<file path="src/rtl/branch_control_sequencer.sv">
// Hardwired T0-T6 control sequencer for the branch instruction class, with memory-wait,
// NOP/HALT handling, illegal-opcode trap and memory timeout. Optional branch statistics: BRANCH_STATS_EN.
module branch_control_sequencer #(
  parameter int OPCODE_WIDTH = 5,
  parameter logic [OPCODE_WIDTH-1:0] BR_OPCODE   = 5'b10010,
  parameter logic [OPCODE_WIDTH-1:0] NOP_OPCODE  = 5'b11010,
  parameter logic [OPCODE_WIDTH-1:0] HALT_OPCODE = 5'b11011,
  parameter logic [OPCODE_WIDTH-1:0] ALU_ADD     = 5'b00011,
  parameter int MEM_TIMEOUT = 16
`ifdef BRANCH_STATS_EN
  ,
  parameter int STAT_WIDTH = 16
`endif
) (
  input  logic                    Clock,
  input  logic                    clear_n,
  input  logic                    run,
  input  logic [OPCODE_WIDTH-1:0] ir_opcode,
  input  logic                    con_ff_bit,
  input  logic                    memory_done,
  output logic                    PCout,
  output logic                    IncPC,
  output logic                    MARin,
  output logic                    Zin,
  output logic                    Zlo_out,
  output logic                    PCin,
  output logic                    MDRin,
  output logic                    MDRout,
  output logic                    IRin,
  output logic                    Gra,
  output logic                    Rout,
  output logic                    CONin,
  output logic                    Yin,
  output logic                    Cout,
  output logic                    Mem_read,
  output logic                    Mem_enable512x32,
  output logic [OPCODE_WIDTH-1:0] alu_op,
  output logic                    instr_done,
  output logic                    halted,
  output logic                    fault,
  output logic [1:0]              fault_code
`ifdef BRANCH_STATS_EN
  ,
  output logic [STAT_WIDTH-1:0]   taken_count,
  output logic [STAT_WIDTH-1:0]   not_taken_count
`endif
);

  localparam int WAIT_W = $clog2(MEM_TIMEOUT + 1);

  typedef enum logic [3:0] {
    S_IDLE, S_T0, S_T1, S_T1W, S_T2, S_DEC,
    S_BR3, S_BR4, S_BR5, S_BR6, S_HALT, S_FAULT
  } state_t;

  state_t            r_state, w_next_state;
  logic [WAIT_W-1:0] r_wait, w_next_wait, w_wait_inc;
  logic [1:0]        r_fault_code, w_next_fault_code;

  assign w_wait_inc = r_wait + WAIT_W'(1);

  always_ff @(posedge Clock or negedge clear_n) begin
    if (!clear_n) begin
      r_state      <= S_IDLE;
      r_wait       <= '0;
      r_fault_code <= 2'b00;
    end else begin
      r_state      <= w_next_state;
      r_wait       <= w_next_wait;
      r_fault_code <= w_next_fault_code;
    end
  end

  always_comb begin
    w_next_state      = r_state;
    w_next_wait       = r_wait;
    w_next_fault_code = r_fault_code;
    case (r_state)
      S_IDLE: w_next_state = run ? S_T0 : S_IDLE;
      S_T0:   w_next_state = S_T1;
      S_T1: begin
        if (memory_done) begin
          w_next_state = S_T2;
        end else begin
          w_next_state = S_T1W;
          w_next_wait  = '0;
        end
      end
      // memory_done wins over a timeout landing in the same cycle
      S_T1W: begin
        if (memory_done) begin
          w_next_state = S_T2;
        end else if (w_wait_inc == WAIT_W'(MEM_TIMEOUT)) begin
          w_next_wait       = w_wait_inc;
          w_next_state      = S_FAULT;
          w_next_fault_code = 2'b10;
        end else begin
          w_next_wait = w_wait_inc;
        end
      end
      S_T2: w_next_state = S_DEC;
      S_DEC: begin
        if (ir_opcode == BR_OPCODE) begin
          w_next_state = S_BR3;
        end else if (ir_opcode == NOP_OPCODE) begin
          w_next_state = run ? S_T0 : S_IDLE;
        end else if (ir_opcode == HALT_OPCODE) begin
          w_next_state = S_HALT;
        end else begin
          w_next_state      = S_FAULT;
          w_next_fault_code = 2'b01;
        end
      end
      S_BR3:   w_next_state = S_BR4;
      S_BR4:   w_next_state = S_BR5;
      S_BR5:   w_next_state = S_BR6;
      S_BR6:   w_next_state = run ? S_T0 : S_IDLE;
      S_HALT:  w_next_state = S_HALT;
      S_FAULT: w_next_state = S_FAULT;
      default: w_next_state = S_IDLE;
    endcase
  end

  always_comb begin
    {PCout, IncPC, MARin, Zin, Zlo_out, PCin, MDRin, MDRout} = 8'b0000_0000;
    {IRin, Gra, Rout, CONin, Yin, Cout}                      = 6'b00_0000;
    {Mem_read, Mem_enable512x32}                             = 2'b00;
    alu_op     = '0;
    instr_done = 1'b0;
    halted     = 1'b0;
    fault      = 1'b0;
    fault_code = r_fault_code;
    case (r_state)
      S_T0:  {PCout, IncPC, MARin, Zin} = 4'b1111;
      S_T1:  {Zlo_out, PCin, MDRin, Mem_read, Mem_enable512x32} = 5'b11111;
      S_T1W: {MDRin, Mem_read, Mem_enable512x32} = 3'b111;
      S_T2:  {MDRout, IRin} = 2'b11;
      S_DEC: instr_done = (ir_opcode == NOP_OPCODE);
      S_BR3: {Gra, Rout, CONin} = 3'b111;
      S_BR4: {PCout, Yin} = 2'b11;
      S_BR5: begin
        {Cout, Zin} = 2'b11;
        alu_op      = ALU_ADD;
      end
      // branch condition only steers PC load here
      S_BR6: begin
        Zlo_out    = 1'b1;
        PCin       = con_ff_bit;
        instr_done = 1'b1;
      end
      S_HALT:  halted = 1'b1;
      S_FAULT: fault  = 1'b1;
      default: instr_done = 1'b0;
    endcase
  end

`ifdef BRANCH_STATS_EN
  logic [STAT_WIDTH-1:0] r_taken, r_not_taken;

  // Saturating taken / not-taken counters, bumped once per BR6
  always_ff @(posedge Clock or negedge clear_n) begin
    if (!clear_n) begin
      r_taken     <= '0;
      r_not_taken <= '0;
    end else if (r_state == S_BR6) begin
      if (con_ff_bit) begin
        if (r_taken != {STAT_WIDTH{1'b1}}) r_taken <= r_taken + STAT_WIDTH'(1);
      end else begin
        if (r_not_taken != {STAT_WIDTH{1'b1}}) r_not_taken <= r_not_taken + STAT_WIDTH'(1);
      end
    end
  end

  assign taken_count     = r_taken;
  assign not_taken_count = r_not_taken;
`endif

endmodule

</file>
<file path="config.mk">
export PLATFORM = sky130hd
export DESIGN_NAME = branch_control_sequencer
export DESIGN_NICKNAME = d
export VERILOG_FILES = /design/src/rtl/branch_control_sequencer.sv
export SDC_FILE = /design/constraint.sdc
export NUM_CORES = 1
export LEC_CHECK = 0
export CORE_ASPECT_RATIO = 1.25
export CORE_MARGIN = 2
export CORE_UTILIZATION = 25
export DETAILED_ROUTE_END_ITERATION = 10
export PLACE_DENSITY = 0.55
export SLEW_MARGIN = 30
export SYNTH_ARGS = -nofsm -noshare
export SYNTH_HDL_FRONTEND = slang
export SYNTH_SLANG_ARGS = --single-unit
</file>
<file path="constraint.sdc">
create_clock -name Clock -period 2.3 [get_ports Clock]
set_input_delay 0.23 -clock Clock [delete_from_list [all_inputs] [get_ports Clock]]
set_output_delay 0.23 -clock Clock [all_outputs]
set_load 0.05 [all_outputs]
</file>
==> reports/results.ini <==
[clock_network]
clk_pin_slew_ns=0.05
cts.path.max_buffers=2
clkSinkCount=11
cts_tree=built
h-tree-depth=1
root_buffer=clkbuf_8
postCtsResizedCells=0
clock_latency_ns=0.23
cts_made_buffers=3
post_cts_buffers=0
cts_hold_buffers=0

[die]
pin_count=36
dieArea_mm2=0.00408
core_area_mm2=0.00345
start_util_pct=25.9
rows=24
dieWidth_um=57.5
die_h_um=70.9

[power_and_ir_drop]
power-per-cell-area_mw_per_mm2=1590
p_leak_nw=0.521
vdd_drop_max_uv=936

[hold_path]
min_path_type=in2async

[sta]
max_slew_margin_pct=65.3
tns_ns=0
fin_crit_sh_pct=94.7
clock.fmax_ghz=0.459
timing_hold_violations_final=0
skew_ns=0.00161
slew_viol_final=0
min_period_ns=2.18
tightestPinTransition_ns=0.519
whs_ns=0.342
setup_violations=0
rsz0062_at_grt=false

[synthesis]
synthArstFlopShare_pct=100
synth_area_um2=896
ys_seq_area_share_pct=30.7
synth-seq-cells=11
synthCells=111
synth-edff-count=0
synth.distinct_cells=36
synth-main-ff-cell=dfrtp_1
yosys_warnings=0
synth.avg_cell_area_um2=8.07

[placed_design]
placed_area_mm2=0.00119
gp_congestion=0.773
portBuffers=32
hpwl_mm=1.72

[detailed_routing]
wl_per_cell_um=12.4
via_count=862
drt_iter0_markers=30
drc=0
drtPass1Iterations=4
finalWirelength_mm=2.19
via_per_inst=4.90
ant_nets=0

[global_routing]
grt_usage_pct=11.7
grt_overflow=0
grt_pass1_wl_mm=3.86
grt_start_max_net_pins=16
antenna_found_initial=0
first_global_vias=901

[worst_setup_path]
arrival_ns=1.95
start_kind=register
reg2regPathDepth=5
worst-setup-path-type=reg2out
worstPathMaxFanout=8
end_kind=primary output
crit_required_ns=2.07

[finish]
final_nets=149
fin_area_mm2=0.00124
drive_gt1_share_pct=21.9
area_growth_pct=38.0
antenna_cells=0

[outcome]
status=finished clean

[job]
max-cap-violations=0

metrics by stage:
stage	setup slack (ns)	cells	util [%]	total power, mW
after global routing	0.0165	176	35.8	2.10
after global placement	0.366	172	34.5	1.77
after CTS	0.108	176	35.8	1.98
after floorplan	0.194	113	-	1.45
after detailed placement	0.368	172	34.5	1.79
final	0.122	176	35.8	1.97
cells in the mapped netlist (2+ instances only):
master    instances  share of area, %
a211o_1           2               2.0
a21oi_1           7               3.9
and3_1            2               1.4
buf_2             2               1.1
buf_4            14                12
dfrtp_1          11                31
inv_1             4               1.7
nand2_1          12               5.0
nand2b_1          6               4.2
nand3_1           4               2.2
nand3b_1          5               4.2
nor2_1            6               2.5
nor2b_1           5               3.5
nor3_1            4               2.2
o21ai_0           5               2.8
xnor2_1           2               2.0
sequential cells by signal, summed over array words and instances (netlist names):
name and cells:
r_wait 5, r_state 4, fault_code 2
layer usage:
layer | wire [um] | part of all wire [%] | global-route usage (%) | up-vias
li1 | - | - | - | 428
met1 | 885 | 40 | 12.9 | 407
met2 | 1150 | 53 | 21.8 | 25
met3 | 136 | 6.2 | 2.93 | 2
met4 | 12 | 0.55 | 3.10 | 0
met5 | 0 | 0 | 0 | -
layout make-up:
cell class,count,area [um2]
fill,350,2220
multi-input combinational,82,517
sequential,11,275
timing repair buffer,36,335
clock buffer,4,45.0
inverter,4,15.0
tap,39,48.8
cell families (layout without fill, tap and decap cells):
| logic type | Yosys count | after routing | share of synthesized area [%] |
|---|---|---|---|
| XOR/XNOR | 3 | 3 | 2.93 |
| AND/OR/NAND/NOR | 52 | 52 | 33.4 |
| flip-flops | 11 | 11 | 30.7 |
| other | 1 | 3 | 0.419 |
| adder cells (fa/ha/maj) | 1 | 1 | 1.40 |
| buffers and inverters | 20 | 44 | 14.5 |
| AO/OA/AOI/OAI | 23 | 23 | 16.6 |
critical path: stages (launching register included):
cell             delay (ns)
dfrtp_1                0.47
nand2b_1               0.29
nor2_1                 0.14
clkdlybuf4s50_1        0.81
report_power, final:
group	leakage, nW	internal (mW)	total, mW	switching, mW
Combinational	0.360	0.485	1.42	0.937
Clock	0.0228	0.121	0.190	0.0687
Sequential	0.138	0.262	0.355	0.0929
Total	0.521	0.868	1.97	1.10
placed cells by master (no fill, tap or decap), types with 4 or more instances in the layout:
master / count
a21oi_1: 6
buf_4: 18
clkdlybuf4s50_1: 16
dfrtp_1: 11
inv_1: 4
nand2_1: 12
nand2b_1: 6
nand3_1: 4
nand3b_1: 5
nor2_1: 6
nor2b_1: 5
o21ai_0: 5
worst paths after layout:
| path | slack (ns) | start | endpoint |
|---|---|---|---|
| min in group Clock | 0.50 | fault_code[0] | fault_code[0] |
| worst max-delay path | 0.12 | r_state[2] | fault |
| worst max register to register | 0.63 | r_state[2] | fault_code[0] |
| worst min-delay path | 0.34 | clear_n | r_state[1] |
| max in group asynchronous | 1.61 | clear_n | r_wait[4] |
| worst min register to register | 0.50 | fault_code[0] | fault_code[0] |
(Power assumes the default switching activity.)
